==> src/rtl/mips_pkg.sv <==
// Shared types and instruction-field positions for the MIPS front end.
package mips_pkg;
   typedef enum logic [1:0] {BOOT, FETCH, HOLD, ERROR} fetch_state_t;

   localparam logic [5:0] OPCODE_J = 6'b000010;

   localparam int OP_MSB    = 31;
   localparam int OP_LSB    = 26;
   localparam int FUNCT_MSB = 5;
   localparam int JADDR_MSB = 25;
endpackage

==> src/rtl/mips_next_pc.sv <==
// Combinational next-PC selection: jump > taken branch > sequential.
module mips_next_pc
   import mips_pkg::*;
(
   input  logic [31:0]        pc_plus4,
   input  logic [JADDR_MSB:0] jaddr,
   input  logic               branch_taken,
   input  logic [31:0]        branch_imm,
   input  logic               jump,
   output logic [31:0]        next_pc
);
   logic [31:0] branch_target;

   // Shift drops branch_imm[31:30]; the add wraps modulo 2^32.
   assign branch_target = pc_plus4 + (branch_imm << 2);

   always_comb begin
      next_pc = pc_plus4;
      if (jump) begin
         next_pc = {pc_plus4[31:28], jaddr, 2'b00};
      end else if (branch_taken) begin
         next_pc = branch_target;
      end
   end
endmodule

==> src/rtl/mips_fetch_stage.sv <==
// Instruction fetch: PC register, one outstanding imem request, and an
// instruction register held stable for the decoder until acknowledged.
module mips_fetch_stage
   import mips_pkg::*;
#(
   parameter logic [31:0] RESET_PC       = 32'h0000_0000,
   parameter int          TIMEOUT_CYCLES = 16
)(
   input  logic        clk,
   input  logic        rst_n,
   output logic        imem_req,
   output logic [31:0] imem_addr,
   input  logic        imem_rvalid,
   input  logic [31:0] imem_rdata,
   output logic [31:0] instr,
   output logic [5:0]  op_code,
   output logic [5:0]  funct,
   output logic        instr_valid,
   input  logic        instr_ack,
   input  logic        branch_taken,
   input  logic [31:0] branch_imm,
   input  logic        jump,
   output logic [31:0] pc,
   output logic [31:0] pc_plus4,
   output logic        fetch_err
);
   localparam int               CNT_W    = $clog2(TIMEOUT_CYCLES + 1);
   localparam logic [CNT_W-1:0] CNT_LAST = CNT_W'(TIMEOUT_CYCLES - 1);
   localparam logic [CNT_W-1:0] CNT_ONE  = CNT_W'(1);

   fetch_state_t     state;
   fetch_state_t     state_nxt;
   logic [CNT_W-1:0] cnt;
   logic [31:0]      next_pc;

   assign pc_plus4  = pc + 32'd4;
   assign imem_addr = pc;
   assign op_code   = instr[OP_MSB:OP_LSB];
   assign funct     = instr[FUNCT_MSB:0];

   mips_next_pc u_next_pc (
      .pc_plus4     (pc_plus4),
      .jaddr        (instr[JADDR_MSB:0]),
      .branch_taken (branch_taken),
      .branch_imm   (branch_imm),
      .jump         (jump),
      .next_pc      (next_pc)
   );

   always_ff @(posedge clk or negedge rst_n) begin
      if (!rst_n) begin
         state <= BOOT;
      end else begin
         state <= state_nxt;
      end
   end

   // imem_req is decoded from state so an async reset drops it immediately.
   always_comb begin
      state_nxt   = state;
      imem_req    = 1'b0;
      instr_valid = 1'b0;
      unique case (state)
         BOOT: state_nxt = FETCH;
         FETCH: begin
            imem_req = 1'b1;
            if (imem_rvalid) begin
               state_nxt = HOLD;
            end else if (cnt == CNT_LAST) begin
               state_nxt = ERROR;
            end
         end
         HOLD: begin
            instr_valid = 1'b1;
            if (instr_ack) begin
               state_nxt = FETCH;
            end
         end
         ERROR: ;
      endcase
   end

   always_ff @(posedge clk or negedge rst_n) begin
      if (!rst_n) begin
         pc        <= RESET_PC;
         instr     <= 32'h0;
         cnt       <= '0;
         fetch_err <= 1'b0;
      end else begin
         unique case (state)
            FETCH: begin
               if (imem_rvalid) begin
                  instr <= imem_rdata;
                  cnt   <= '0;
               end else if (cnt == CNT_LAST) begin
                  fetch_err <= 1'b1;
               end else begin
                  cnt <= cnt + CNT_ONE;
               end
            end
            HOLD: begin
               if (instr_ack) begin
                  pc <= next_pc;
               end
            end
            BOOT, ERROR: ;
         endcase
      end
   end
endmodule
==> config.mk <==
export PLATFORM = sky130hd
export DESIGN_NAME = mips_fetch_stage
export DESIGN_NICKNAME = d
export VERILOG_FILES = /design/src/rtl/mips_pkg.sv /design/src/rtl/mips_next_pc.sv /design/src/rtl/mips_fetch_stage.sv
export SDC_FILE = /design/constraint.sdc
export NUM_CORES = 1
export LEC_CHECK = 0
export CORE_ASPECT_RATIO = 1.2
export CORE_MARGIN = 5
export CORE_UTILIZATION = 40
export DETAILED_ROUTE_END_ITERATION = 8
export GPL_ROUTABILITY_DRIVEN = 1
export GPL_TIMING_DRIVEN = 0
export PLACE_DENSITY = 0.69
export SLEW_MARGIN = 5
export SYNTH_ARGS = -nofsm -noshare
export SYNTH_HDL_FRONTEND = slang
export SYNTH_SLANG_ARGS = --single-unit
==> constraint.sdc <==
create_clock -name clk -period 4.7 [get_ports clk]
set_clock_uncertainty 0.15 [all_clocks]
set_input_delay 0.47 -clock clk [delete_from_list [all_inputs] [get_ports clk]]
set_output_delay 0.47 -clock clk [all_outputs]
set_load 0.05 [all_outputs]
* Yosys cells after proc, flatten, opt, wreduce, memory -nomap -nowiden
Index checks and enable logic that the tools add are counted. Widths: inputs -> output; s select.
Operators by class: $add $sub $neg 3, equal/unequal tests 6, muxes and demuxes 10, bitwise logic cells 1, reduce and logical (&&, ||, !) cells 7
Operator list (count):
- $mux 32 | 2
- $add 32x3->32 const B | 1
- $add 32x32->32 | 1
- $mux 5 | 2
- $mux 2 | 3
- $pmux 2 s3 | 1
- $reduce_and 2->1 | 3
- $reduce_and 3->1 | 2
- $add 5x1->5 const B | 1
- $eq 5x4->1 const B | 1
- $ne 2x2->1 const B | 2
- $ne 3x3->1 const B | 1
- $reduce_bool 3->1 | 1
- $eq 2x1->1 const B | 1
- $eq 2x2->1 const B | 1
- $logic_not 2->1 | 1
- $mux 1 | 2
- $not 1->1 | 1
Word-level totals: register bits 72, input bits 70, output and inout bits 143, logic and storage cells 32

* Longest topological paths before layout
Gate-level depths: netlist of the first run.
depth in word-level cells 4, gate-level depth with buffers 16, depth with buffers taken out 15

* Hierarchy
A second synthesis of the first run with hierarchy kept.
Second synthesis, totals: cells, all modules 630, area total of the unflattened synthesis 5888.1 sq um
By module, submodules not included:
- mips_fetch_stage | times used 1, cells each 306, area an instance 3688.5 sq um, seq. area each 1801.7 sq um
- mips_next_pc | times used 1, cells each 324, area an instance 2199.6 sq um, seq. area each 0.0 sq um

* Least setup slack after synthesis of the first run
OpenSTA, ideal clock, no wires.
path kind register to register, from register pc[2], in the netlist imem_addr[2], to register pc[25], in the netlist imem_addr[25], library setup time 124 ps, data arrival time 4521 ps, data required time 4426 ps, slack -95 ps, cell stages (with the launch flop) 15, buffers on the path 0, period minus slack after synthesis 4795 ps, path through dfrtp_1 > ha_1 > nand2_1 > nor3_2 > nand3_1 > xnor2_1 > ha_1 > a21oi_1 > o21ai_0 > or3_1 > o21a_4 > a2111oi_4 > nor4_1 > a211oi_2 > o21ai_1
Between the ends: longest elaborated chain between the ends 4
Ends and longest elaborated chain:
- start: declaration | line mips_fetch_stage.sv:23 | output logic [31:0] pc,
- start signal: assignment | line mips_fetch_stage.sv:103 | pc <= next_pc;
- $add 32x3->32 | line mips_fetch_stage.sv:36 | assign pc_plus4 = pc + 32'd4;
- named net pc_plus4[16] | line mips_fetch_stage.sv:24 | output logic [31:0] pc_plus4,
- $add 32x32->32 | line mips_next_pc.sv:15 | assign branch_target = pc_plus4 + (branch_imm << 2);
- $mux 32 | line mips_next_pc.sv:21 | end else if (branch_taken) begin
- $mux 32 | line mips_next_pc.sv:19 | if (jump) begin
The timed path passes the listed nets, and every way through them passes these cells. A chain may end at the register's enable or synchronous reset.

* Final worst setup path of the first run
from register pc[2], in the netlist imem_addr[2], to register pc[31], in the netlist imem_addr[31]
Between the ends: longest elaborated chain between the ends 4
Ends and longest elaborated chain (line):
- $add 32x3->32 (*) | mips_fetch_stage.sv:36
- $add 32x32->32 | mips_next_pc.sv:15
- $mux 32 | mips_next_pc.sv:21
- $mux 32 (*) | mips_next_pc.sv:19
Every way passes the cells marked *; elsewhere a longest branch is shown, timed or not.

==> results of run 1 <==
==> worst paths after layout <==
kind / from / end / slack [ps]
hold reg to reg: fetch_err / fetch_err / 320
min in group asynchronous: rst_n / instr[25] / 470
hold / removal: fetch_err / fetch_err / 320
max in group asynchronous: rst_n / imem_addr[11] / 3340
setup / recovery: imem_addr[2] / imem_addr[31] / 300
setup reg to reg: imem_addr[2] / imem_addr[31] / 300
==> through the flow <==
step	std cells	hold slack, ps
detailed placement	1051	295.2
CTS	1068	316.5
floorplan	673	24.41
global placement	1050	292.1
global route	1068	351.2
finish	1068	316.9
==> power by group through the flow <==
stage	logic, mW	clock network (mW)	registers, mW
after floorplan	2.81	0	2.01
after global placement	5.18	0	1.24
after detailed placement	5.22	0	1.26
after CTS	5.24	0.698	1.25
after global routing	5.53	0.724	1.30
final	5.24	0.687	1.26
==> placed cells by master, fill, tap and decap left out, types with 7 or more instances in the layout <==
master / instances
a211oi_1: 12
a21o_1: 14
a21oi_1: 54
and2_1: 7
and3_1: 16
buf_4: 49
clkbuf_1: 20
clkbuf_16: 9
clkdlybuf4s50_1: 201
dfrtp_1: 70
ha_1: 38
inv_1: 9
mux2_2: 35
nand2_1: 60
nand3_1: 27
nand4_1: 7
nor2_1: 45
nor3_1: 9
o211ai_1: 9
o21ai_0: 47
xnor2_1: 25
xor2_1: 19
==> logic make-up after synthesis <==
family / share of synthesized area [%]
AO/OA/AOI/OAI: 21.17
XOR/XNOR: 7.115
adder cells (fa/ha/maj): 8.564
buffers and inverters: 8.499
flip-flops: 30.28
multiplexers: 7.677
other: 0.06482
AND/OR/NAND/NOR: 16.63
==> routing by layer <==
metal	part of all wire (%)	vias up	GRT usage (%)
li1	-	2815	-
met1	41	2832	27.69
met2	51	222	41.43
met3	6.0	30	3.868
met4	2.1	0	8.022
met5	0	-	0
==> state kept, by name, indices dropped and copies added (netlist names) <==
name and flops:
fetch_err 1, instr 32, cnt 5, imem_addr 30, state 2
==> layout make-up <==
class	instances	area, sq um	share of cell area (%)
Multi-Input combinational cell	520	3583	42.68
Timing Repair Buffer	204	2049	24.41
Sequential cell	70	1752	20.86
Buffer	73	454.2	5.410
Clock buffer	9	225.2	2.683
Tap cell	175	219.0	2.608
Clock inverter	7	75.07	0.8942
Inverter	10	37.54	0.4471
==> worst register-to-register path, cell delays in order (launching register included) <==
cell,delay (ps)
dfrtp_1,480
ha_1,320
nand2_1,130
nor3_2,430
and3_1,350
nand2_1,130
xnor2_2,350
ha_1,310
clkbuf_1,190
a21oi_1,310
o21bai_1,100
a21oi_1,160
o211ai_1,130
a311o_2,370
o211ai_1,170
a21o_1,130
nand3_1,70
==> what timing repair did <==
item / CTS / global route
endpoints found under the hold margin: 31 / 0
hold buffers: 1 / 0
resized for setup: 0 / 1
setup endpoints to repair: 0 / 3
==> key figures, run 1 <==
Detailed routing
  – Routed len/inst: 18.83 microns
  – Pre-Repair DR Iteration Count: 5
  – Vias: 5,899
  – DRC: 0
  – Post-Route WL: 20,110 microns
  – Via density: 5.523
  – DR iter-0 viols: 359
  – Post-route ant nets: 0

Placement
  – Number of buffers added on ports: 202
  – Placed inst area: 8078 sq um
  – Dpl ws: 270.0 ps
  – Routability cong.: 0.8913
  – DPL Wire Length: 16,020 microns

Global routing
  – Tot GR Track Use: 23.01%
  – Overflow after GRT: 0
  – Largest net degree at the start of global routing: 40
  – Initial antenna violation count: 0
  – Vias in the first global route: 5,928
  – First-pass GRT wire length: 31,370 microns

Power
  – Sequential share of power: 17.5%
  – Fraction of power consumed by combinational cells: 72.9%
  – Sw Ratio: 55.28%
  – Static Leak: 3.703 nW
  – PwrDens: 855.5 nW/um^2
  – Psw: 3.970 mW
  – Clk pwr share: 9.6%
  – P_int: 3.212 mW
  – Peak VDD IR: 0.5999 mV
  – Total power: 7.182 mW

STA
  – Worst Tran Pin Value: 776.3 ps
  – Final hold violation count: 0
  – Worst Setup Slack, final: 299.8 ps
  – Setup TNS: 0 ps
  – Setup-failing EPs final: 0
  – Max Freq: 227.3 MHz
  – Slew HR: 48.06%
  – Crit path time final: 4400 ps
  – Tcrit/Tclk final: 93.62%
  – Slew Limit Fails: 0
  – RSZ-0062 raised after global routing: no

Setup path
  – CP Data Required Time: 4760 ps
  – Startpoint types: register
  – Crit-path slowest cell: dfrtp_1
  – Critical path buffer and inverter count: 1
  – R2R depth: 16
  – Worst setup EP type: register
  – CP Depth: 16
  – Critical path class: reg2reg
  – Crit path cell chain: ha_1, nand2_1, nor3_2, and3_1, nand2_1, xnor2_2, ha_1, clkbuf_1, a21oi_1, o21bai_1, a21oi_1, o211ai_1, a311o_2, o211ai_1, a21o_1, nand3_1
  – Data arrival, critical path: 4460 ps
  – Worst-path maximum fanout: 8
  – Crit path max-delay family: compound AO/OA/AOI/OAI gates
  – Crit-path max cell delay: 480 ps

Clocking
  – Clk Latency, worst-skew pair: 340 ps
  – CTS Buffer Depth: 2
  – Clk sinks: 70
  – CTS Root Cell: clkbuf_16
  – Post CTS Setup Buffer Count: 0
  – CTS tree: yes
  – CTS H-Tree Depth: 3
  – Clk pin slew, worst setup/hold paths: 60 ps
  – Num CTS Buffers: 9

Synthesis
  – Top-count cell post-synth: dfrtp_1
  – Post-synth EDFFs: 0
  – Synth cell types: 63
  – Leading area contributor after synthesis: dfrtp_1
  – Main synth FF type: dfrtp_1
  – Synth top cells by count: dfrtp_1 (70), nand2_1 (60), a21oi_1 (54)
  – Post-Syn Area: 5786 sq um
  – Sequential fraction of the synthesis area: 30.28%
  – Main area contributors after synthesis: dfrtp_1 (30%), ha_1 (8.2%), mux2_2 (6.8%)
  – Post-synth top area share: 30.28%
  – Async S/R FF share, synth: 100.0%
  – YS warnings: 0
  – Post-Syn Instances: 668
  – Register bit total from synthesis: 70
  – Syn Area/Cell: 8.661 sq um

Cells and area
  – Number of diodes: 0
  – Fillcell total: 1,349
  – Design Area, Final: 8396 sq um
  – Nets: 997
  – Share of layout cells above drive strength 1: 13.33%
  – Final core utilization: 58.74%
  – Area Overhead vs Synth: 45.11%

Die
  – Die span in y: 141.7 microns
  – Number of cell rows: 48
  – Die Wd: 119.8 microns
  – Starting Density: 40.48%
  – Core Area: 14,290 sq um
  – Die area: 16,980 sq um
  – Total I/O pin count: 213

Flow run
  – Max_cap viols: 0

Min path
  – Hold path depth: 1
  – Hold WC Path Type: reg2reg

Outcome
  – Run status: complete, no violations
Note: power is estimated with default switching activity, not from simulation.
==> run 2: changes to the inputs <==
--- a/config.mk
+++ b/config.mk
@@ -12,6 +12,7 @@
 export GPL_ROUTABILITY_DRIVEN = 1
 export GPL_TIMING_DRIVEN = 0
 export PLACE_DENSITY = 0.69
+export RECOVER_POWER = 100
 export SLEW_MARGIN = 5
 export SYNTH_ARGS = -nofsm -noshare
 export SYNTH_HDL_FRONTEND = slang
==> run 2 against run 1 <==
Net effect: the run now ends with capacitance limit, slew limit left; sequential cell count stayed put; sequential share of layout area hardly changed; clock-buffer cell count stayed put; critical path type unchanged; highest routed layer unchanged.
==> key figures, run 2 (same netlist as run 1, synthesis figures left out) <==
Outcome
  – Run status: complete, but fails checks
  – Failing checks: capacitance limit, slew limit

Detailed routing
  – Routed len/inst: 18.82 microns
  – Pre-Repair DR Iteration Count: 5
  – DRC: 0
  – DR iter-0 viols: 432
  – Via density: 5.501
  – Post-route ant nets: 0
  – Vias: 5,875
  – Post-Route WL: 20,100 microns

Clocking
  – CTS Buffer Depth: 2
  – Clk pin slew, worst setup/hold paths: 60 ps
  – CTS Root Cell: clkbuf_16
  – Clk sinks: 70
  – CTS tree: yes
  – Clk Latency, worst-skew pair: 340 ps
  – Num CTS Buffers: 9
  – CTS H-Tree Depth: 3

Setup path
  – Worst setup EP type: register
  – RR Startpoint: imem_addr[4]
  – Crit-path max cell delay: 540 ps
  – Crit path max-delay family: compound AO/OA/AOI/OAI gates
  – R2r setup slk: 280 ps
  – Data arrival, critical path: 4470 ps
  – Startpoint types: register
  – Crit path cell chain: nand3_1, nor3_1, nand2_1, xnor2_1, ha_1, a2111oi_0, o21ai_0, a21oi_2, a21oi_1, a31oi_1, o21ai_0, xnor2_1, a21boi_0
  – R2R depth: 13
  – Critical path class: reg2reg
  – Critical path buffer and inverter count: 0
  – Crit-path slowest cell: dfrtp_1
  – Worst r2r dst: imem_addr[24]
  – CP Data Required Time: 4750 ps
  – Worst-path maximum fanout: 8

Cells and area
  – Largest register FFs: 32
  – Nets: 997
  – Number of diodes: 0
  – Commonest non-fill, non-tap cells in the layout: dlygate4sd3_1 (138), dfrtp_1 (70), clkdlybuf4s50_1 (64)
  – Final core utilization: 58.62%
  – Area Overhead vs Synth: 44.83%
  – Commonest non-fill, non-tap cell in the layout: dlygate4sd3_1
  – Most flop-heavy register: instr
  – Share of layout cells above drive strength 1: 12.88%

Power
  – Clk pwr share: 9.9%
  – Sequential share of power: 17.8%
  – PwrDens: 830.2 nW/um^2
  – Static Leak: 3.953 nW
  – Sw Ratio: 56.67%
  – Fraction of power consumed by combinational cells: 72.3%
  – Psw: 3.942 mW
  – Total power: 6.957 mW
  – P_int: 3.015 mW
  – Peak VDD IR: 0.5734 mV

Die
  – Core Area: 14,290 sq um
  – Starting Density: 40.48%
  – Die area: 16,980 sq um
  – Number of cell rows: 48
  – Total I/O pin count: 213
  – Die Wd: 119.8 microns
  – Die span in y: 141.7 microns

Min path
  – Min-Delay Endpoint: fetch_err
  – Hold path depth: 1
  – Hold path start: fetch_err
  – Hold WC Path Type: reg2reg

STA
  – Worst Tran Pin Value: 1822 ps
  – Setup TNS: 0 ps
  – Slew Limit Fails: 73
  – Final hold violation count: 0
  – Slew HR: -21.44%
  – Setup-failing EPs final: 0
  – Max Freq: 226.1 MHz
  – RSZ-0062 raised after global routing: no
  – Crit path time final: 4422 ps
  – Tcrit/Tclk final: 94.09%

Placement
  – Routability cong.: 0.8913
  – Number of buffers added on ports: 202
  – DPL Wire Length: 16,020 microns

Global routing
  – Initial antenna violation count: 0
  – Largest net degree at the start of global routing: 40
  – Vias in the first global route: 5,928
  – Overflow after GRT: 0
  – First-pass GRT wire length: 31,370 microns
  – Tot GR Track Use: 23.01%

Flow run
  – Max_cap viols: 2
## run 2: changes by cell type in the layout (fill, tap and decap cells not counted)
cell             delta
buf_1               -3
buf_12              -1
buf_4               -1
clkbuf_1            +4
clkdlybuf4s50_1   -137
dlygate4sd3_1     +137
dlymetal6s4s_1      +1
mux2_1              +1
mux2_2              -1
nand3_1             +1
nand3_2             -1
o21ai_0             +1
o21ai_1             -1
## run 2: routing by layer
layer | wire, microns | vias to the layer above | share of wire [%] | global-route usage (%)
met4 | 412 | 0 | 2.0 | 8.022
met5 | 0 | - | 0 | 0
met3 | 1220 | 29 | 6.1 | 3.868
met1 | 8254 | 2805 | 41 | 27.69
met2 | 10210 | 228 | 51 | 41.43
li1 | - | 2813 | - | -
## run 2: worst max path at each step
stage                 start            end  slack, ps  cells after the start
2_1_floorplan  imem_addr[2]  imem_addr[25]         10                     12
3_3_place_gp   imem_addr[2]  imem_addr[31]        260                     16
3_5_place_dp   imem_addr[2]  imem_addr[31]        270                     16
4_1_cts        imem_addr[2]  imem_addr[31]        220                     16
5_1_grt        imem_addr[4]  imem_addr[29]         20                     15
6_report       imem_addr[4]  imem_addr[24]        280                     13
## run 2: per-stage QoR
stage | area, sq um | hold WS [ps] | setup slack, ps | cells
final | 8379 | 312.5 | 277.7 | 1068
after detailed placement | 8078 | 295.2 | 270.0 | 1051
after global routing | 8379 | 346.8 | 19.29 | 1068
after global placement | 8060 | 292.1 | 259.3 | 1050
after floorplan | 5819 | 24.41 | 13.85 | 673
after CTS | 8388 | 316.5 | 224.0 | 1068
## run 2: power groups by stage
stage               Clock (mW)  Combinational [mW]  Sequential (mW)
finish                   0.686                5.03             1.24
global route             0.724                5.32             1.29
CTS                      0.698                5.24             1.25
detailed placement           0                5.22             1.26
global placement             0                5.18             1.24
floorplan                    0                2.81             2.01
## run 2: repair_timing
| action | 4_1_cts | 5_1_grt |
|---|---|---|
| gates resized for setup | 0 | 1 |
| setup buffers | 0 | 0 |
| setup endpoints to repair | 0 | 3 |
| endpoints found under the hold margin | 31 | 0 |
| hold buffers | 1 | 0 |
## run 2: cell type report
type	instances	area (sq um)
repair buffers	204	2038
clock inverters	7	75.07
plain buffers	73	454.2
flip-flops and latches	70	1752
fillers	1354	5914
multi-input cells	520	3578
inverters	10	37.54
well taps	175	219.0
clock buffers	9	225.2
==> run 3: changes to the inputs <==
--- a/config.mk
+++ b/config.mk
@@ -8,11 +8,13 @@
 export CORE_ASPECT_RATIO = 1.2
 export CORE_MARGIN = 5
 export CORE_UTILIZATION = 40
+export CTS_BUF_LIST = sky130_fd_sc_hd__clkbuf_16
 export DETAILED_ROUTE_END_ITERATION = 8
 export GPL_ROUTABILITY_DRIVEN = 1
 export GPL_TIMING_DRIVEN = 0
 export PLACE_DENSITY = 0.69
 export RECOVER_POWER = 100
+export SKIP_CTS_REPAIR_TIMING = 1
 export SLEW_MARGIN = 5
 export SYNTH_ARGS = -nofsm -noshare
 export SYNTH_HDL_FRONTEND = slang
==> results of run 3 <==
Same layout as run 2: the final DEF is identical, and so are final timing and power.
Main changes from that run: wire length of the first global-routing pass 31370 microns -> 31330 microns; via count of the first global-routing pass 5928 -> 5923; overall routing resource usage 23.01% -> 22.99%; met1 usage 27.69% -> 27.67%; met2 usage 41.43% -> 41.37%
